File: config.mk
export PLATFORM = sky130hd
export DESIGN_NAME = phase_uart_streamer_flat
export DESIGN_NICKNAME = d
export VERILOG_FILES = /design/src/rtl/phase_uart_streamer_if.sv /design/src/rtl/phase_uart_streamer.sv /design/src/flat_wrapper.sv
export SDC_FILE = /design/constraint.sdc
export NUM_CORES = 1
export LEC_CHECK = 0
export BUFFER_PORTS_ARGS = -buffer_cell sky130_fd_sc_hd__buf_2
export CAP_MARGIN = 15
export CELL_PAD_IN_SITES_DETAIL_PLACEMENT = 0
export CELL_PAD_IN_SITES_GLOBAL_PLACEMENT = 2
export CORE_MARGIN = 1.5
export CORE_UTILIZATION = 48
export CTS_CLUSTER_SIZE = 28
export DETAILED_ROUTE_END_ITERATION = 16
export GPL_ROUTABILITY_DRIVEN = 0
export PLACE_DENSITY = 0.81
export REMOVE_ABC_BUFFERS = 1
export SLEW_MARGIN = 40
export SYNTH_ARGS = -nofsm -noshare
export SYNTH_HDL_FRONTEND = slang
export SYNTH_SLANG_ARGS = --single-unit
File: constraint.sdc
create_clock -name clk_i -period 3.45 [get_ports clk_i]
set_input_delay 0.69 -clock clk_i [delete_from_list [all_inputs] [get_ports clk_i]]
set_output_delay 0.69 -clock clk_i [all_outputs]
set_load 0.005 [all_outputs]
File: src/rtl/phase_uart_streamer_if.sv
// phase_uart_streamer_if: sample input and UART/status output bundle for phase_uart_streamer
// Signals: tick_i/signal_i/enable_i (sample strobe, data, capture enable),
//   uart_tx_o (8N1 line), fifo_level_o (occupancy), overflow_o (sticky drop), busy_o (frame in flight).
// Modports: master drives the sample side, slave is the streamer itself.
interface phase_uart_streamer_if #(
    parameter int FIFO_DEPTH = 16
);
    logic                          tick_i;
    logic [15:0]                   signal_i;
    logic                          enable_i;
    logic                          uart_tx_o;
    logic [$clog2(FIFO_DEPTH):0]   fifo_level_o;
    logic                          overflow_o;
    logic                          busy_o;
    modport master (
        output tick_i, signal_i, enable_i,
        input  uart_tx_o, fifo_level_o, overflow_o, busy_o
    );
    modport slave (
        input  tick_i, signal_i, enable_i,
        output uart_tx_o, fifo_level_o, overflow_o, busy_o
    );
endinterface

File: src/rtl/phase_uart_streamer.sv
// phase_uart_streamer: decimates phase-error samples, queues them and streams A5-framed bytes over an 8N1 UART
// Ports: clk_i, rst_i (synchronous, active high); bus (slave modport of phase_uart_streamer_if):
//   tick_i/signal_i/enable_i in, uart_tx_o/fifo_level_o/overflow_o/busy_o out.
// Build option: define PHASE_STREAM_CHECKSUM_EN to append signal[15:8]^signal[7:0] as a 4th frame byte.
module phase_uart_streamer #(
    parameter int CLK_HZ     = 50000000,
    parameter int BAUD       = 1000000,
    parameter int DECIM      = 64,
    parameter int FIFO_DEPTH = 16
) (
    input logic clk_i,
    input logic rst_i,
    phase_uart_streamer_if.slave bus
);
    localparam int BAUD_DIV = CLK_HZ / BAUD;
    localparam int DW = $clog2(BAUD_DIV);
    localparam int CW = DECIM > 1 ? $clog2(DECIM) : 1;
    localparam int AW = $clog2(FIFO_DEPTH);
    localparam int LW = AW + 1;
`ifdef PHASE_STREAM_CHECKSUM_EN
    localparam logic [1:0] LAST_BYTE = 2'd3;
`else
    localparam logic [1:0] LAST_BYTE = 2'd2;
`endif
    typedef enum logic [2:0] {IDLE, LOAD, START, DATA, STOP} state_t;
    state_t        state;
    logic [CW-1:0] dec_cnt;
    logic [15:0]   mem [FIFO_DEPTH];
    logic [AW-1:0] wr_ptr, rd_ptr;
    logic [LW-1:0] level;
    logic          overflow, tx, busy;
    logic [15:0]   frame;
    logic [7:0]    shreg, next_byte;
    logic [DW-1:0] div_cnt;
    logic [2:0]    bit_idx;
    logic [1:0]    byte_idx;
    logic          push, pop, full, accept, div_end;

    assign push    = bus.tick_i && bus.enable_i && dec_cnt == CW'(DECIM - 1);
    assign pop     = state == LOAD;
    assign full    = level == LW'(FIFO_DEPTH);
    // a full FIFO still takes a push when the head leaves in the same cycle
    assign accept  = push && (!full || pop);
    assign div_end = div_cnt == DW'(BAUD_DIV - 1);
    // byte that follows byte_idx within the current frame
`ifdef PHASE_STREAM_CHECKSUM_EN
    assign next_byte = byte_idx == 2'd0 ? frame[15:8] :
                       byte_idx == 2'd1 ? frame[7:0] : frame[15:8] ^ frame[7:0];
`else
    assign next_byte = byte_idx == 2'd0 ? frame[15:8] : frame[7:0];
`endif

    always_ff @(posedge clk_i) begin
        if (accept) mem[wr_ptr] <= bus.signal_i;
    end

    always_ff @(posedge clk_i) begin
        if (rst_i) begin
            dec_cnt  <= '0;
            wr_ptr   <= '0;
            rd_ptr   <= '0;
            level    <= '0;
            overflow <= 1'b0;
        end else begin
            if (!bus.enable_i) dec_cnt <= '0;
            else if (bus.tick_i) dec_cnt <= push ? '0 : dec_cnt + 1'b1;
            if (accept) wr_ptr <= wr_ptr + 1'b1;
            if (pop) rd_ptr <= rd_ptr + 1'b1;
            if (push && !accept) overflow <= 1'b1;
            level <= level + LW'(accept) - LW'(pop);
        end
    end

    always_ff @(posedge clk_i) begin
        if (rst_i) begin
            state    <= IDLE;
            tx       <= 1'b1;
            busy     <= 1'b0;
            frame    <= '0;
            shreg    <= '0;
            div_cnt  <= '0;
            bit_idx  <= '0;
            byte_idx <= '0;
        end else begin
            // bit timer free-runs through START/DATA/STOP and restarts at every bit boundary
            div_cnt <= (state == IDLE || state == LOAD || div_end) ? '0 : div_cnt + 1'b1;
            case (state)
                IDLE: if (level != '0) state <= LOAD;
                LOAD: begin
                    frame    <= mem[rd_ptr];
                    shreg    <= 8'hA5;
                    byte_idx <= '0;
                    busy     <= 1'b1;
                    tx       <= 1'b0;
                    state    <= START;
                end
                START: if (div_end) begin
                    tx      <= shreg[0];
                    shreg   <= shreg >> 1;
                    bit_idx <= '0;
                    state   <= DATA;
                end
                DATA: if (div_end) begin
                    bit_idx <= bit_idx + 1'b1;
                    tx      <= bit_idx == 3'd7 ? 1'b1 : shreg[0];
                    shreg   <= shreg >> 1;
                    if (bit_idx == 3'd7) state <= STOP;
                end
                STOP: if (div_end) begin
                    if (byte_idx == LAST_BYTE) begin
                        busy  <= 1'b0;
                        state <= IDLE;
                    end else begin
                        byte_idx <= byte_idx + 1'b1;
                        shreg    <= next_byte;
                        tx       <= 1'b0;
                        state    <= START;
                    end
                end
                default: state <= IDLE;
            endcase
        end
    end

    assign bus.uart_tx_o    = tx;
    assign bus.fifo_level_o = level;
    assign bus.overflow_o   = overflow;
    assign bus.busy_o       = busy;
endmodule

File: src/flat_wrapper.sv
// flat-port wrapper written by rule: the top's interface ports become plain ports
module phase_uart_streamer_flat 
#(
    parameter int CLK_HZ     = 50000000,
    parameter int BAUD       = 1000000,
    parameter int DECIM      = 64,
    parameter int FIFO_DEPTH = 16
)
  (clk_i, rst_i, bus_tick_i, bus_signal_i, bus_enable_i, bus_uart_tx_o, bus_fifo_level_o, bus_overflow_o, bus_busy_o);
  phase_uart_streamer_if #(.FIFO_DEPTH(FIFO_DEPTH)) bus_i ();
  input logic clk_i;
  input logic rst_i;
  input wire logic [$bits(bus_i.tick_i)-1:0] bus_tick_i;
  input wire logic [$bits(bus_i.signal_i)-1:0] bus_signal_i;
  input wire logic [$bits(bus_i.enable_i)-1:0] bus_enable_i;
  output wire logic [$bits(bus_i.uart_tx_o)-1:0] bus_uart_tx_o;
  output wire logic [$bits(bus_i.fifo_level_o)-1:0] bus_fifo_level_o;
  output wire logic [$bits(bus_i.overflow_o)-1:0] bus_overflow_o;
  output wire logic [$bits(bus_i.busy_o)-1:0] bus_busy_o;
  assign bus_i.tick_i = bus_tick_i;
  assign bus_i.signal_i = bus_signal_i;
  assign bus_i.enable_i = bus_enable_i;
  assign bus_uart_tx_o = bus_i.uart_tx_o;
  assign bus_fifo_level_o = bus_i.fifo_level_o;
  assign bus_overflow_o = bus_i.overflow_o;
  assign bus_busy_o = bus_i.busy_o;
  phase_uart_streamer #(.CLK_HZ(CLK_HZ), .BAUD(BAUD), .DECIM(DECIM), .FIFO_DEPTH(FIFO_DEPTH)) u_core (.clk_i(clk_i), .rst_i(rst_i), .bus(bus_i));
endmodule
==> summary.md, run 1 <==
| Metric | Value |
|---|---|
| Vias in the first global route | `6880` |
| Drt pass-1 iters | `4` |
| Die H | `164 um` |
| # setup viols final | `0` |
| First-pass GRT wire length | `40000 um` |
| RSZ-0062 raised after global routing | `false` |
| Via count | `6509` |
| Synth cell types | `53` |
| Worst Path Max Fanout | `12` |
| Max Cap Viol | `0` |
| Die footprint | `27000 um2` |
| Layout fillers | `1947` |
| Pwr Total | `9.55 mW` |
| Crit path capture type | `flop` |
| CP required | `3.83 ns` |
| P per Cell Area | `672 nW/um2` |
| Leak | `4.67 nW` |
| Clk pin slew, worst setup/hold paths | `0.06 ns` |
| GRT Util Overall | `20.1%` |
| Post-cts resize count | `0` |
| Syn Area/Cell | `17.8 um2` |
| Synth cell count leaders | `256 x edfxtp_1, 65 x mux4_2, 60 x dfxtp_1` |
| Max VDD drop | `0.427 mV` |
| Critical Path AT | `3.10 ns` |
| Final net count | `800` |
| Drc violations | `0` |
| Antenna-violating nets left | `0` |
| Clk_skew | `0.0224 ns` |
| 1st-iter DRT viols | `577` |
| Sequential share of the synthesized area | `71.0%` |
| Inserted Clock Buffers | `34` |
| Post-CTS Setup Bufs | `0` |
| Vias per cell | `5.83` |
| Max Clock Freq | `367 MHz` |
| CTS sink cnt | `316` |
| Hold Fails Final Rpt | `0` |
| Final core occ | `56.0%` |
| WL final | `25900 um` |
| CTS Buffer Depth | `3` |
| Syn Inst Count | `705` |
| Seq. cell area | `8890 um2` |
| Crit path cell chain | `or3b_1, inv_2, ha_1, inv_1, ha_1, inv_1, fa_1, nor2b_1, o21bai_1, a21oi_1, nor3b_1` |
| Startpoint types | `flop` |
| Largest net degree at the start of global routing | `68` |
| Die Wd | `164 um` |
| Rel. slew slack | `46.8%` |
| Outcome | `complete, no violations` |
| Fraction of registers with async set/reset | `0%` |
| Slew @ Worst Pin | `0.796 ns` |
| Post-DP HPWL | `15100 um` |
| Crit path time final | `2.72 ns` |
| Ports | `28` |
| Routed len/inst | `23.2 um` |
| Worst path slowest cell | `dfxtp_1` |
| Worst hold path type | `flop to flop` |
| Clk Latency, worst-skew pair | `0.52 ns` |
| Antenna violations before repair | `0` |
| CTS tree | `yes` |
| EDFF count, synth | `256` |
| Share of layout cells above drive strength 1 | `24.8%` |
| IO buf count | `27` |
| Grt total ovfl | `0` |
| Critical Path Max Stage Delay | `0.55 ns` |
| Synth Register Bits | `316` |
| Synth Warn # | `0` |
| Max-slew violations | `0` |
| Starting density of the core | `49.3%` |
| CTS Hold Buffers Added | `0` |
| # rows | `58` |
| H-tree depth | `2` |
| Dominant cell type by area after synthesis | `edfxtp_1` |
| Top_reg_cell synth | `edfxtp_1` |
| WS Path Type | `flop to flop` |
| P&R area growth vs syn | `13.6%` |
| Mapped cell area | `12500 um2` |
| Diode count | `0` |
| Share of the synthesized area in the top cell type | `61.4%` |
| Core area | `25400 um2` |
| Largest cells by area after synthesis | `edfxtp_1 61%, mux4_2 12%, dfxtp_1 9.6%, ha_1 1.8%, mux2_2 1.4%` |
| Cell with the most instances after synthesis | `edfxtp_1` |
| Multi-input gate area | `3410 um2` |
| Root Driver | `clkbuf_16` |
| Final worst-path cycle share | `78.9%` |
[critical path: cells and delay by family (launching register included)]
kind	cells	cell delay (ns)
fa+ha+maj	3	0.79
buf+inv	3	0.31
simple gates	3	0.71
compound gates	2	0.24
flops	1	0.55
[flip-flops by register name, indices dropped and copies added (netlist names)]
register                 cells
u_core.bus.busy_o            1
u_core.frame                16
u_core.rd_ptr                4
u_core.bus.fifo_level_o      5
u_core.wr_ptr                4
u_core.bit_idx               3
u_core.div_cnt               6
u_core.mem                 256
u_core.byte_idx              2
u_core.bus.overflow_o        1
u_core.bus.uart_tx_o         1
u_core.shreg                 8
u_core.state                 3
u_core.dec_cnt               6
[layout by cell type (no fill, tap or decap), types with 16 or more instances in the layout]
master and instances:
dfxtp_1 58, a21oi_1 23, inv_1 19, nand3_1 17, mux2_2 16, mux4_2 65
edfxtp_1 256, clkbuf_16 35, ha_1 18, buf_2 27, nand2_1 16, buf_4 25
nor2_1 47
[final cells by class]
type | instances | share of cell area (%)
Clock inverter | 16 | 0.889
Inverter | 20 | 0.528
Multi-Input combinational cell | 335 | 24.0
Sequential cell | 316 | 62.6
Timing Repair Buffer | 54 | 2.55
Tap cell | 330 | 2.91
Clock buffer | 46 | 6.52
[stage by stage]
stage	hold WS, ns	cell area (um2)	TNS, ns	std cells	worst slack (ns)
finish	0.477	14200	0	1117	0.728
global route	0.500	14200	0	1117	0.429
CTS	0.479	14200	0	1117	0.704
detailed placement	0.470	13200	0	1055	0.735
global placement	0.448	13200	0	1055	0.803
floorplan	0.430	12400	-10.93	671	-0.688
[path summary, 6_finish.rpt]
check | endpoint | startpoint | cells past startpoint | slack [ns]
setup reg to reg | u_core.bus.fifo_level_o[4]$_SDFF_PP0_ | u_core.state[0]$_SDFFE_PP0P_ | 11 | 0.73
hold reg to reg | u_core.div_cnt[0]$_SDFF_PP0_ | u_core.div_cnt[0]$_SDFF_PP0_ | 1 | 0.48
setup / recovery | u_core.bus.fifo_level_o[4]$_SDFF_PP0_ | u_core.state[0]$_SDFFE_PP0P_ | 11 | 0.73
hold / removal | u_core.div_cnt[0]$_SDFF_PP0_ | u_core.div_cnt[0]$_SDFF_PP0_ | 1 | 0.48
[routing by layer]
layer  vias to the layer above  wire length [um]  track usage, %
met5                         -                 0               0
met2                       163             13200            34.9
met1                      3364             10500            26.6
li1                       2938                 -               -
met4                         0               605            6.06
met3                        44              1650            2.76
[logic make-up after synthesis]
logic type               after synthesis  synth area share [%]
adder cells (fa/ha/maj)               19                  1.96
AO/OA/AOI/OAI                         86                  5.11
AND/OR/NAND/NOR                      123                  4.92
multiplexers                          93                  14.1
XOR/XNOR                              14                 0.980
flip-flops                           316                  71.0
buffers and inverters                 54                  1.91
[power breakdown]
part / leakage, nW / internal, mW / switching, mW / total [mW]
logic: 1.36 / 0.865 / 0.773 / 1.64
clock network: 0.519 / 1.98 / 1.43 / 3.41
registers: 2.79 / 4.28 / 0.217 / 4.49
total: 4.67 / 7.13 / 2.42 / 9.55
No activity file was read; power rests on OpenSTA's default activity.
==> run 2, diff against run 1 <==
- ABC_AREA: not set -> 1
- CORE_UTILIZATION: 48 -> 41
- PLACE_DENSITY: 0.81 -> 0.82
- clock period: 3.45 -> 2.8 ns (I/O delays scaled with it)
==> run 2 against run 1 <==
Non-clock buffer count up 9; worst setup slack worse by 0.31 ns; clock power grew 37%; critical endpoint unchanged; largest cell class unchanged; synthesized cell count increased by 100%; clock-buffer cell count did not move; highest routed layer unchanged; critical path type unchanged.
==> summary.md, run 2 <==
| Metric | Value |
|---|---|
| CP required | `3.25 ns (-0.58 ns)` |
| CTS Hold Buffers Added | `0 (unchanged)` |
| P per Cell Area | `829 nW/um2 (+23%)` |
| CTS sink cnt | `316 (unchanged)` |
| Commonest non-fill, non-tap cell in the layout | `nand2_1` |
| Max reg flops | `256 (unchanged)` |
| Max VDD drop | `0.493 mV (+15%)` |
| Mux cell area share after synthesis | `0% (-14 points)` |
| Share of the synthesized area in the top cell type | `55.8% (-5.6 points)` |
| Routed len/inst | `17.1 um (-26%)` |
| Synth cell count leaders | `474 x nand2_1, 256 x edfxtp_1, 196 x nand3_1` |
| Drt pass-1 iters | `5 (+1)` |
| WS Path Type | `flop to flop` |
| Synth Warn # | `0 (unchanged)` |
| Root Driver | `clkbuf_16` |
| Startpoint types | `flop` |
| First-pass GRT wire length | `52500 um (+31%)` |
| Critical Path AT | `2.83 ns (-0.27 ns)` |
| Vias per cell | `4.85 (-17%)` |
| Post-DP HPWL | `21000 um (+39%)` |
| Diode count | `0 (unchanged)` |
| Largest family of logic cells by synthesized area | `simple AND/OR/NAND/NOR gates` |
| Syn Area/Cell | `9.63 um2 (-46%)` |
| Starting density of the core | `42.0% (-7.2 points)` |
| Max Clock Freq | `420 MHz (+14%)` |
| Inserted Clock Buffers | `35 (+2.9%)` |
| Met3 WL | `1290 um (-22%)` |
| Largest reg by FF count | `u_core.mem` |
| Die H | `186 um (+13%)` |
| Met2 wire length | `15000 um (+14%)` |
| Pre-CTS WS | `0.245 ns (-0.490 ns)` |
| Crit path time final | `2.38 ns (-0.341 ns)` |
| EDFF count, synth | `256 (unchanged)` |
| Final worst-path cycle share | `85.0% (+6.1 points)` |
| Synth Area in Compound Gates | `2.33% (-2.8 points)` |
| CTS tree | `yes` |
| Drc violations | `0 (unchanged)` |
| Slew @ Worst Pin | `0.681 ns (-0.115 ns)` |
| WL final | `33100 um (+28%)` |
| Worst hold path type | `primary input to flop` |
| Synth Register Bits | `316 (unchanged)` |
| Vias in the first global route | `9226 (+34%)` |
| P&R area growth vs syn | `13.9%` |
| Core area | `32800 um2 (+29%)` |
| Top sig layer | `met4` |
| # setup viols final | `0 (unchanged)` |
| Mapped cell area | `13800 um2 (+10%)` |
| Crit path capture type | `flop` |
| Cell with the most instances after synthesis | `nand2_1` |
| Largest cells by area after synthesis | `edfxtp_1 56%, nand2_1 13%, dfxtp_1 8.7%, nand3_1 7.1%, inv_1 5.1%` |
| Synth Area in Simple Gates | `23.4% (+18 points)` |
| Final net count | `1506 (+88%)` |
| Syn Inst Count | `1431 (+100%)` |
| Rel. slew slack | `54.2% (+7.4 points)` |
| Fraction of registers with async set/reset | `0% (unchanged)` |
| Synth Area in Adders | `1.78% (-0.18 points)` |
| Hold Fails Final Rpt | `0 (unchanged)` |
| H-tree depth | `2 (unchanged)` |
| Sequential share of the synthesized area | `64.5% (-6.5 points)` |
| Post-synthesis xor/xnor area fraction | `0.508% (-0.47 points)` |
| Synth cell types | `37 (-30%)` |
| Grt total ovfl | `0 (unchanged)` |
| CTS Buffer Depth | `3 (unchanged)` |
| Post-CTS Setup Bufs | `0 (unchanged)` |
| Dominant cell type by area after synthesis | `edfxtp_1` |
| Die footprint | `34700 um2 (+28%)` |
| Most frequent cells in the layout | `474 x nand2_1, 256 x edfxtp_1, 196 x nand3_1` |
| Biggest registers after layout | `u_core.mem x256, u_core.frame x16, u_core.shreg x8` |
| Max-slew violations | `0 (unchanged)` |
| Antenna violations before repair | `0 (unchanged)` |
| WL met1 | `15400 um (+47%)` |
| Antenna-violating nets left | `0 (unchanged)` |
| Final core occ | `47.9% (-8.1 points)` |
| # rows | `66 (+14%)` |
| Placed Cells | `1872 (+77%)` |
| Share of layout cells above drive strength 1 | `9.79% (-15 points)` |
| Ports | `28 (unchanged)` |
| 1st-iter DRT viols | `617 (+6.9%)` |
| Leak | `6.52 nW (+40%)` |
| RSZ-0062 raised after global routing | `false` |
| Outcome | `complete, no violations` |
| Largest net degree at the start of global routing | `73 (+7.4%)` |
| Post-cts resize count | `0 (unchanged)` |
| IO buf count | `27 (unchanged)` |
| GRT Util Overall | `19.6% (-0.49 points)` |
| Worst Path Max Fanout | `3 (-9)` |
| Non-filler cells, final | `1933 (+73%)` |
| Via count | `9377 (+44%)` |
| Top_reg_cell synth | `edfxtp_1` |
| Clk Latency, worst-skew pair | `0.51 ns (about the same)` |
| Clk_skew | `0.0122 ns (-0.0102 ns)` |
| Die Wd | `186 um (+13%)` |
| Max Cap Viol | `0 (unchanged)` |
| Clk pin slew, worst setup/hold paths | `0.06 ns (about the same)` |
| Final worst slack | `0.419 ns (-0.309 ns)` |
-- run 2: cell count changes after synthesis, moves of 12 or more --
cell,previous run,this run
a221o_1,15,0
a22o_1,15,0
buf_2,11,35
inv_1,19,189
mux2_2,16,0
mux2i_1,12,0
mux4_2,65,0
nand2_1,16,474
nand3_1,17,196
nor2_1,47,79
-- run 2: area by class of cell --
type | instances | area (um2)
tap | 442 | 553
clock buffer | 46 | 960
inverter | 196 | 741
multi-input combinational | 855 | 3900
timing repair buffer | 63 | 455
fill | 3119 | 17100
sequential | 316 | 8890
clock inverter | 15 | 199
-- run 2: critical path: stages (launching register included) --
cell	delay, ns
dfxtp_1	0.35
ha_1	0.19
nand3_1	0.12
nor2_1	0.14
nand3_1	0.17
nor2_4	0.15
ha_1	0.16
inv_1	0.06
fa_1	0.40
o31ai_1	0.32
o21ai_0	0.11
a21oi_1	0.13
-- run 2: metal layers --
layer  vias up  GRT usage, %
met2       188          31.5
met3        63          2.43
li1       4712             -
met1      4414          26.9
met4         0          8.54
met5         -             0
-- run 2: final timing paths --
path / start / end / slack [ns] / cells past startpoint
min: bus_tick_i / u_core.dec_cnt[0]$_SDFFE_PP0P_ / 0.38 / 3
min reg2reg: u_core.bus.busy_o$_SDFFE_PP0P_ / u_core.bus.busy_o$_SDFFE_PP0P_ / 0.47 / 2
max: u_core.dec_cnt[0]$_SDFFE_PP0P_ / u_core.bus.fifo_level_o[4]$_SDFF_PP0_ / 0.42 / 11
max reg2reg: u_core.dec_cnt[0]$_SDFFE_PP0P_ / u_core.bus.fifo_level_o[4]$_SDFF_PP0_ / 0.42 / 11
-- run 2: cell families (layout without fill, tap and decap cells) --
| logic type | Yosys count | after routing |
|---|---|---|
| AOI/OAI and AO/OA | 60 | 60 |
| xor gates and xnor gates | 8 | 8 |
| adders and majority gates | 19 | 19 |
| buffers and inverters | 260 | 320 |
| DFF | 316 | 316 |
| and+or+nand+nor | 768 | 768 |
-- run 2: where the power goes --
part / internal [mW] / switching [mW]
Sequential: 5.28 / 0.144
Combinational: 0.941 / 1.98
Clock: 2.87 / 1.80
Total: 9.09 / 3.92
-- run 2: through the flow --
step                      TNS, ns  total power [mW]  instance area (um2)  hold slack, ns
after floorplan            -47.33              7.55                13500           0.437
after global placement          0              8.47                14500           0.453
after detailed placement        0              8.49                14500           0.465
after CTS                       0              13.2                15700           0.361
after global routing            0              13.8                15700           0.407
final                           0              13.0                15700           0.378
==> run 3, diff against run 2 <==
- MAX_ROUTING_LAYER: not set -> met4
==> run 3 against run 2 <==
First-iteration DRC count grew 6.6%; critical path depth is the same; critical path type unchanged; clock skew is 0.00083 ns higher; cell count is the same; fmax is 0.14% higher; sequential share of layout area did not move; worst setup slack improved by 0.0033 ns; clock-buffer cell count unchanged; clock power hardly changed.
==> summary.md, run 3 (synthesis results as in run 2) <==
| Metric | Value |
|---|---|
| Outcome | `complete, no violations` |
| Post-cts resize count | `0 (unchanged)` |
| Logic pwr share | `22.5% (about the same)` |
| First-pass GRT wire length | `52600 um (about the same)` |
| Max reg flops | `256 (unchanged)` |
| WL final | `33100 um (+0.11%)` |
| Worst Path Max Fanout | `3 (unchanged)` |
| # rows | `66 (unchanged)` |
| Commonest non-fill, non-tap cell in the layout | `nand2_1` |
| Final worst-path cycle share | `84.9% (-0.12 points)` |
| Global route hottest layer | `met2` |
| Worst hold path type | `primary input to flop` |
| IO buf count | `27 (unchanged)` |
| Leak | `6.52 nW (unchanged)` |
| RSZ-0062 raised after global routing | `false` |
| # setup viols final | `0 (unchanged)` |
| Vias in the first global route | `9235 (+0.098%)` |
| Final net count | `1506 (unchanged)` |
| Ports | `28 (unchanged)` |
| 1st-iter DRT viols | `658 (+6.6%)` |
| Max Cap Viol | `0 (unchanged)` |
| Rel. slew slack | `53.9% (-0.22 points)` |
| Worst path slowest cell | `fa_1` |
| Critical Path AT | `2.82 ns (about the same)` |
| CTS Hold Buffers Added | `0 (unchanged)` |
| H-tree depth | `2 (unchanged)` |
| Routed len/inst | `17.1 um (+0.11%)` |
| Post-route cell area | `15700 um2 (unchanged)` |
| P&R area growth vs syn | `13.9% (unchanged)` |
| Share of layout cells above drive strength 1 | `9.79% (unchanged)` |
| Root Driver | `clkbuf_16` |
| Layout fillers | `3119 (unchanged)` |
| CTS tree | `yes` |
| CTS Buffer Depth | `3 (unchanged)` |
| Die footprint | `34700 um2 (unchanged)` |
| CP required | `3.25 ns (about the same)` |
| Hold Fails Final Rpt | `0 (unchanged)` |
| Clock Power Share | `35.8% (about the same)` |
| Met1 Use GR | `26.9% (+0.037 points)` |
| GRT Util Overall | `20.2% (+0.61 points)` |
| CTS sink cnt | `316 (unchanged)` |
| GR Layer Usage met3 | `2.31% (-0.11 points)` |
| Max-slew violations | `0 (unchanged)` |
| Crit path capture type | `flop` |
| Largest reg by FF count | `u_core.mem` |
| Final hold slack | `0.380 ns (+0.00175 ns)` |
| P per Cell Area | `830 nW/um2 (about the same)` |
| Vias per cell | `4.85 (about the same)` |
| Most frequent cells in the layout | `474 x nand2_1, 256 x edfxtp_1, 196 x nand3_1` |
| Slew @ Worst Pin | `0.685 ns (+0.00328 ns)` |
| Antenna violations before repair | `0 (unchanged)` |
| Final core occ | `47.9% (unchanged)` |
| Dpl cell area | `14500 um2 (unchanged)` |
| Max Clock Freq | `421 MHz (+0.14%)` |
| Switching power share of the total | `30.2% (+0.037 points)` |
| Reg power frac | `41.7% (about the same)` |
| Drc violations | `0 (unchanged)` |
| Antenna-violating nets left | `0 (unchanged)` |
| Core area | `32800 um2 (unchanged)` |
| Via count | `9376 (-0.011%)` |
| Die Wd | `186 um (unchanged)` |
| Die H | `186 um (unchanged)` |
| Diode count | `0 (unchanged)` |
| Post-DP HPWL | `21000 um (unchanged)` |
| Clk Latency, worst-skew pair | `0.51 ns (about the same)` |
| Pwr Total | `13.0 mW (about the same)` |
| Power Internal | `9.09 mW (about the same)` |
| Drt pass-1 iters | `5 (unchanged)` |
| Largest net degree at the start of global routing | `73 (unchanged)` |
| Inserted Clock Buffers | `35 (unchanged)` |
| Critical Path Max Stage Delay | `0.40 ns (about the same)` |
| Clk_skew | `0.0130 ns (+0.000831 ns)` |
| Starting density of the core | `42.0% (unchanged)` |
| Post-CTS Setup Bufs | `0 (unchanged)` |
| Switching power | `3.93 mW (+0.18%)` |
| WS Path Type | `flop to flop` |
| Crit path time final | `2.38 ns (-0.00335 ns)` |
| Clk pin slew, worst setup/hold paths | `0.06 ns (about the same)` |
| Crit path cell chain | `ha_1, nand3_1, nor2_1, nand3_1, nor2_4, ha_1, inv_1, fa_1, o31ai_1, o21ai_0, a21oi_1` |
| Biggest registers after layout | `u_core.mem x256, u_core.frame x16, u_core.shreg x8` |
| Startpoint types | `flop` |
| M2 GR Usage | `31.6% (+0.057 points)` |
| Max VDD drop | `0.496 mV (+0.50%)` |
| Grt total ovfl | `0 (unchanged)` |
[run 3: cell counts in the layout (fill, tap and decap cells not counted)]
Identical to the previous run, type by type.
[run 3: cell type report]
type | instances | area (um2) | share of cell area, %
clock buffer | 46 | 960 | 6.11
clock inverter | 15 | 199 | 1.27
inverter | 196 | 741 | 4.72
multi-input combinational | 855 | 3900 | 24.8
sequential | 316 | 8890 | 56.7
tap | 442 | 553 | 3.52
timing repair buffer | 63 | 455 | 2.90
[run 3: critical path, delay by kind of cell, from the launching register on]
family,cells,cell delay (ns)
fa+ha+maj,3,0.76
simple gates,4,0.58
compound gates,3,0.57
flops,1,0.35
buf+inv,1,0.06
[run 3: path summary, 6_finish.rpt]
path,from,endpoint,slack (ns),cells after the start
max reg2reg,u_core.dec_cnt[0]$_SDFFE_PP0P_,u_core.bus.fifo_level_o[4]$_SDFF_PP0_,0.42,11
min reg2reg,u_core.bit_idx[2]$_SDFFE_PP0P_,u_core.bit_idx[2]$_SDFFE_PP0P_,0.47,2
min,bus_tick_i,u_core.dec_cnt[0]$_SDFFE_PP0P_,0.38,3
max,u_core.dec_cnt[0]$_SDFFE_PP0P_,u_core.bus.fifo_level_o[4]$_SDFF_PP0_,0.42,11
[run 3: metal layers]
layer  vias up  wire length, um
met3        63             1210
met1      4419            15500
met5         -                0
met2       183            15000
li1       4711                -
met4         0             1360
[run 3: power groups by stage]
stage	Sequential [mW]	Combinational [mW]	Clock, mW
2_1_floorplan	5.65	1.90	0
3_3_place_gp	5.52	2.95	0
3_5_place_dp	5.52	2.96	0
4_1_cts	5.43	2.97	4.76
5_1_grt	5.45	3.37	4.94
6_report	5.43	2.93	4.67
[run 3: through the flow]
step | setup TNS (ns) | worst slack, ns | std cells
after floorplan | -47.33 | -2.75 | 1367
after global placement | 0 | 0.269 | 1872
after detailed placement | 0 | 0.245 | 1872
after CTS | 0 | 0.388 | 1933
after global routing | 0 | 0.151 | 1933
final | 0 | 0.422 | 1933
